**src/rtl/modexp_sequencer.sv**
```systemverilog
// Handshake-driven control sequencer for the square-and-multiply modexp datapath.
// Optional build macro MODEXP_SEQ_LEADZERO_SKIP_EN: skip leading-zero exponent bits.
module modexp_sequencer #(
  parameter int EXP_W  = 8,
  parameter int ADDR_W = 5
) (
  input  logic              clk,
  input  logic              rst,
  input  logic              start,
  input  logic              abort,
  input  logic [EXP_W-1:0]  e,
  output logic              busy,
  output logic              init,
  output logic              step_valid,
  output logic              e_bit,
  input  logic              step_ready,
  output logic              cap_we,
  output logic [ADDR_W-1:0] cap_addr,
  output logic              done
);

  localparam int IDX_W = $clog2(EXP_W);

  typedef enum logic [2:0] {
    S_IDLE,
    S_INIT,
    S_STEP,
    S_CAPTURE,
    S_DONE
  } state_t;

  state_t            state_q, state_d;
  logic [EXP_W-1:0]  e_lat_q, e_lat_d;
  logic [IDX_W-1:0]  bit_idx_q, bit_idx_d;
  logic [ADDR_W-1:0] cap_addr_q, cap_addr_d;
  logic [IDX_W-1:0]  first_idx;
  logic              skip_to_capture;
  logic              handshake;

`ifdef MODEXP_SEQ_LEADZERO_SKIP_EN
  // Priority scan: the last set bit seen while counting up is the highest one.
  always_comb begin
    first_idx = '0;
    for (int i = 0; i < EXP_W; i++) begin
      if (e_lat_q[i]) first_idx = IDX_W'(i);
    end
  end
  assign skip_to_capture = (e_lat_q == '0);
`else
  assign first_idx       = IDX_W'(EXP_W - 1);
  assign skip_to_capture = 1'b0;
`endif

  assign handshake = step_valid && step_ready;

  // NOTE: state only changes in always_ff with non-blocking assignments; the
  // comb blocks use blocking assignments so later lines see earlier results.
  always_ff @(posedge clk) begin
    if (rst) begin
      state_q    <= S_IDLE;
      e_lat_q    <= '0;
      bit_idx_q  <= '0;
      cap_addr_q <= '0;
    end else begin
      state_q    <= state_d;
      e_lat_q    <= e_lat_d;
      bit_idx_q  <= bit_idx_d;
      cap_addr_q <= cap_addr_d;
    end
  end

  // NOTE: every comb output gets a default first so no path leaves it unassigned
  // (which would infer a latch).
  always_comb begin
    state_d    = state_q;
    e_lat_d    = e_lat_q;
    bit_idx_d  = bit_idx_q;
    cap_addr_d = cap_addr_q;
    if (state_q != S_IDLE && abort) begin
      // Abort wins over a same-cycle handshake or capture.
      state_d = S_IDLE;
    end else begin
      unique case (state_q)
        S_IDLE: begin
          if (start) begin
            e_lat_d = e;
            state_d = S_INIT;
          end
        end
        S_INIT: begin
          bit_idx_d = first_idx;
          state_d   = skip_to_capture ? S_CAPTURE : S_STEP;
        end
        S_STEP: begin
          if (handshake) begin
            if (bit_idx_q == '0) state_d = S_CAPTURE;
            else                 bit_idx_d = bit_idx_q - IDX_W'(1);
          end
        end
        S_CAPTURE: begin
          cap_addr_d = cap_addr_q + ADDR_W'(1);
          state_d    = S_DONE;
        end
        S_DONE:  state_d = S_IDLE;
        default: state_d = S_IDLE;
      endcase
    end
  end

  always_comb begin
    busy       = (state_q != S_IDLE);
    init       = (state_q == S_INIT);
    step_valid = (state_q == S_STEP);
    e_bit      = step_valid ? e_lat_q[bit_idx_q] : 1'b0;
    cap_we     = (state_q == S_CAPTURE) && !abort;
    done       = (state_q == S_DONE) && !abort;
  end

  assign cap_addr = cap_addr_q;

endmodule

```
**config.mk**
```make
export PLATFORM = sky130hd
export DESIGN_NAME = modexp_sequencer
export DESIGN_NICKNAME = d
export VERILOG_FILES = /design/src/rtl/modexp_sequencer.sv
export SDC_FILE = /design/constraint.sdc
export NUM_CORES = 1
export LEC_CHECK = 0
export ABC_AREA = 1
export CAP_MARGIN = 15
export CORE_MARGIN = 5
export CORE_UTILIZATION = 59
export CTS_CLUSTER_DIAMETER = 100
export DETAILED_ROUTE_END_ITERATION = 6
export DONT_BUFFER_PORTS = 1
export GPL_ROUTABILITY_DRIVEN = 0
export MAX_ROUTING_LAYER = met4
export PLACE_DENSITY = 0.75
export SYNTH_ARGS = -nofsm -noshare
export SYNTH_HDL_FRONTEND = slang
export SYNTH_SLANG_ARGS = --single-unit
```
**constraint.sdc**
```tcl
create_clock -name clk -period 1.44 [get_ports clk]
set_input_delay 0.216 -clock clk [delete_from_list [all_inputs] [get_ports clk]]
set_output_delay 0.216 -clock clk [all_outputs]
set_load 0.005 [all_outputs]
```
==> flow_summary.rst <==
.. list-table::
   :header-rows: 1

   * - Metric
     - Value
   * - Outcome
     - completed
   * - Die Y-Extent
     - 50.07 um
   * - Final std cells w/o fill
     - 152
   * - Worst IR Drop VDD
     - 1.135 mV
   * - Die width
     - 50.07 um
   * - Antenna violation net count after detailed routing
     - 0
   * - Actual transition at the worst max-transition pin
     - 463.7 ps
   * - Global-route congestion overflow total
     - 0
   * - Number of instances in the synthesized netlist
     - 132
   * - Final worst path period share
     - 0.9583
   * - Vias in the first global route
     - 733
   * - Most used cells in the layout excluding fill and tap cells
     - sky130_fd_sc_hd__inv_1 (17), sky130_fd_sc_hd__nand2_1 (17), sky130_fd_sc_hd__a21oi_1 (15), sky130_fd_sc_hd__dfxtp_1 (15), sky130_fd_sc_hd__nor2_1 (13)
   * - Worst-case clock skew
     - 3.531 ps
   * - Antenna violations before repair
     - 0
   * - First-pass iteration count of the detailed router
     - 4
   * - Number of distinct library cells after synthesis
     - 22
   * - Final critical delay including setup and external delays
     - 1380 ps
   * - Chain of cells forming the critical path
     - inv_6 -> a21oi_2 -> o21ai_1 -> nand2_1 -> nor2_1 -> nor2_2
   * - Total power consumption of the routed design
     - 1635 uW
   * - Post-synth net total
     - 148
   * - TritonCTS clock tree
     - yes
   * - Hold Violations, Final
     - 0
   * - Worst endpoint required time
     - 1220 ps
   * - Post-synthesis sequential area ratio
     - 0.4016
   * - Hold Path Class
     - primary input to flop
   * - Worst Path Buf+Inv
     - 1
   * - I/O pin count
     - 24
   * - Synth top area cells
     - sky130_fd_sc_hd__dfxtp_1 (40%), sky130_fd_sc_hd__a21oi_1 (9.0%), sky130_fd_sc_hd__inv_1 (7.9%)
   * - Fraction of post-synthesis cell area in the top cell type by area
     - 0.4016
   * - Average wire length per cell after detail routing
     - 12.24 um
   * - Critical Path Fanout Max
     - 7
   * - # fillers
     - 122
   * - Floorplan die area
     - 2507 um^2
   * - Data arrival, critical path
     - 1160 ps
   * - ANT cells
     - 0
   * - Maximum number of pins on one net before global-route repair
     - 18
   * - Final HPWL DP
     - 1427 um
   * - Setup Crit Path Kind
     - flop to primary output
   * - Number of pins exceeding their max-slew limit in the final report
     - 0
   * - Wire length of the first global-routing pass
     - 3215 um
   * - Number of cells in the design after placement
     - 146
   * - Family of cells with the greatest summed delay on the critical path
     - flip-flops
   * - Yosys top cell by area
     - sky130_fd_sc_hd__dfxtp_1
   * - Number of DRC markers in iteration 0
     - 17
   * - Critical Path Sink Type
     - primary output
   * - Crit-path max cell delay
     - 410 ps
   * - Vias per Instance
     - 5.329
   * - Initial standard-cell utilization of the core
     - 0.6287
   * - Via count
     - 810
   * - Area Overhead vs Synth
     - 8.455%
   * - Average instance area after synthesis
     - 7.175 um^2
   * - Insertion delay of the later-clocked pin in the worst-skew pair
     - 290 ps
   * - Layout cell share with drive strength beyond 1
     - 0.1912
   * - Areal power density over the cells
     - 1592 nW/um^2
   * - Core Rows
     - 14
   * - Post-route DRC violation count
     - 0
   * - Max Fclk
     - 0.7246 GHz
   * - H-tree depth
     - 1
   * - Longest Clk Path Bufs
     - 2
   * - Total of warnings raised by yosys
     - 0
   * - Slew Limit Headroom
     - 0.6905
   * - Number of buffers added by the clock tree synthesis step
     - 3
   * - Number of synthesized register bits
     - 19
   * - Area of the core region
     - 1506 um^2
   * - Clock edge transition at the registers on the reported setup and hold paths
     - 100 ps
   * - Synthesized area
     - 947.2 um^2
   * - Critical Path Start Type
     - flop
   * - Setup-failing EPs final
     - 0
   * - Static power due to leakage
     - 0.0004306 uW
   * - Count of buffers inserted at the top-level ports
     - 0
   * - Sink Count
     - 19
   * - Critical-path top delay cell
     - sky130_fd_sc_hd__dfxtp_4
   * - Reported max-cap violation count
     - 0
   * - Final routed wirelength across all metal layers
     - 1861 um
   * - Cell chosen for the clock root
     - sky130_fd_sc_hd__clkbuf_4
   * - Post-layout net count
     - 153
   * - RSZ-0062 raised after global routing
     - yes
   * - Total Routing Usage GR
     - 0.1664
-- flip-flops by register name (all words and copies together) (netlist names) --
signal     flops
e_lat_q        8
cap_addr       5
state_q        3
bit_idx_q      3
-- synth_stat cells --
cell / n
sky130_fd_sc_hd__buf_2: 1
sky130_fd_sc_hd__o21ai_0: 13
sky130_fd_sc_hd__nor2_4: 1
sky130_fd_sc_hd__nand3b_1: 1
sky130_fd_sc_hd__xor2_1: 1
sky130_fd_sc_hd__nor3_4: 1
sky130_fd_sc_hd__nor2_1: 14
sky130_fd_sc_hd__or2_2: 1
sky130_fd_sc_hd__xnor2_1: 1
sky130_fd_sc_hd__nand2_2: 4
sky130_fd_sc_hd__o21ai_1: 2
sky130_fd_sc_hd__clkbuf_1: 1
sky130_fd_sc_hd__nand2_1: 18
sky130_fd_sc_hd__nand3_2: 2
sky130_fd_sc_hd__dfxtp_1: 19
sky130_fd_sc_hd__ha_1: 3
sky130_fd_sc_hd__inv_2: 2
sky130_fd_sc_hd__nor4_1: 1
sky130_fd_sc_hd__nand3_1: 8
sky130_fd_sc_hd__inv_1: 20
sky130_fd_sc_hd__a21oi_1: 17
sky130_fd_sc_hd__o211ai_1: 1
-- power breakdown --
| group | switching [uW] | leakage, uW | internal, uW |
|---|---|---|---|
| clock network | 153 | 0.0000150 | 108 |
| logic | 398 | 0.000258 | 228 |
| registers | 104 | 0.000158 | 645 |
| total | 656 | 0.000431 | 980 |
-- what timing repair did --
item	4_1_cts	5_1_grt
gates resized for setup	7	9
hold buffers	1	0
pin swaps	2	2
setup buffers	1	0
endpoints found under the setup margin	2	4
hold endpoints to repair	2	0
-- routing by layer --
layer  wire length, um  global-route usage  vias up
met2               857              0.2322       20
met5                 0                   -        -
met1               869              0.2135      351
li1                  -                   -      435
met4                17             0.07424        0
met3               116             0.05723        4
-- through the flow --
| stage | hold WS, ps | TNS, ps | utilization | setup WS [ps] | area (um^2) |
|---|---|---|---|---|---|
| final | 119.3 | 0 | 0.6819 | 60.02 | 1027 |
| after global routing | 103.0 | -37.17 | 0.6819 | -37.17 | 1027 |
| after CTS | 110.9 | 0 | 0.6703 | 7.575 | 1010 |
| after detailed placement | 289.2 | 0 | 0.6362 | 13.27 | 958.4 |
| after global placement | 287.3 | 0 | 0.6362 | 113.9 | 958.4 |
| after floorplan | 285.1 | 0 | - | 199.6 | 947.2 |
-- cell type report --
| type | count | area, um^2 | share of cell area |
|---|---|---|---|
| multi-input cells | 89 | 488.0 | 0.4750 |
| repair buffers | 2 | 17.52 | 0.01705 |
| flip-flops and latches | 19 | 387.9 | 0.3776 |
| inverters | 22 | 87.58 | 0.08526 |
| well taps | 16 | 20.02 | 0.01949 |
| clock buffers | 4 | 26.28 | 0.02558 |
-- cells by family (layout without fill, tap and decap cells) --
family,after synthesis,in the layout,share of synthesized area
XOR/XNOR,2,2,0.01850
AND/OR/NAND/NOR,51,51,0.2669
flip-flops,19,19,0.4016
AO/OA/AOI/OAI,33,33,0.1770
adder cells (fa/ha/maj),3,3,0.03963
buffers and inverters,24,28,0.09643
-- final timing paths --
path / start / end / slack [ps] / depth (start not counted)
max: bit_idx_q[0] / e_bit / 60 / 6
min: e[5] / e_lat_q[5] / 120 / 2
max reg2reg: bit_idx_q[0] / bit_idx_q[0] / 160 / 9
min reg2reg: e_lat_q[7] / e_lat_q[7] / 460 / 2
(Power assumes the default switching activity.)
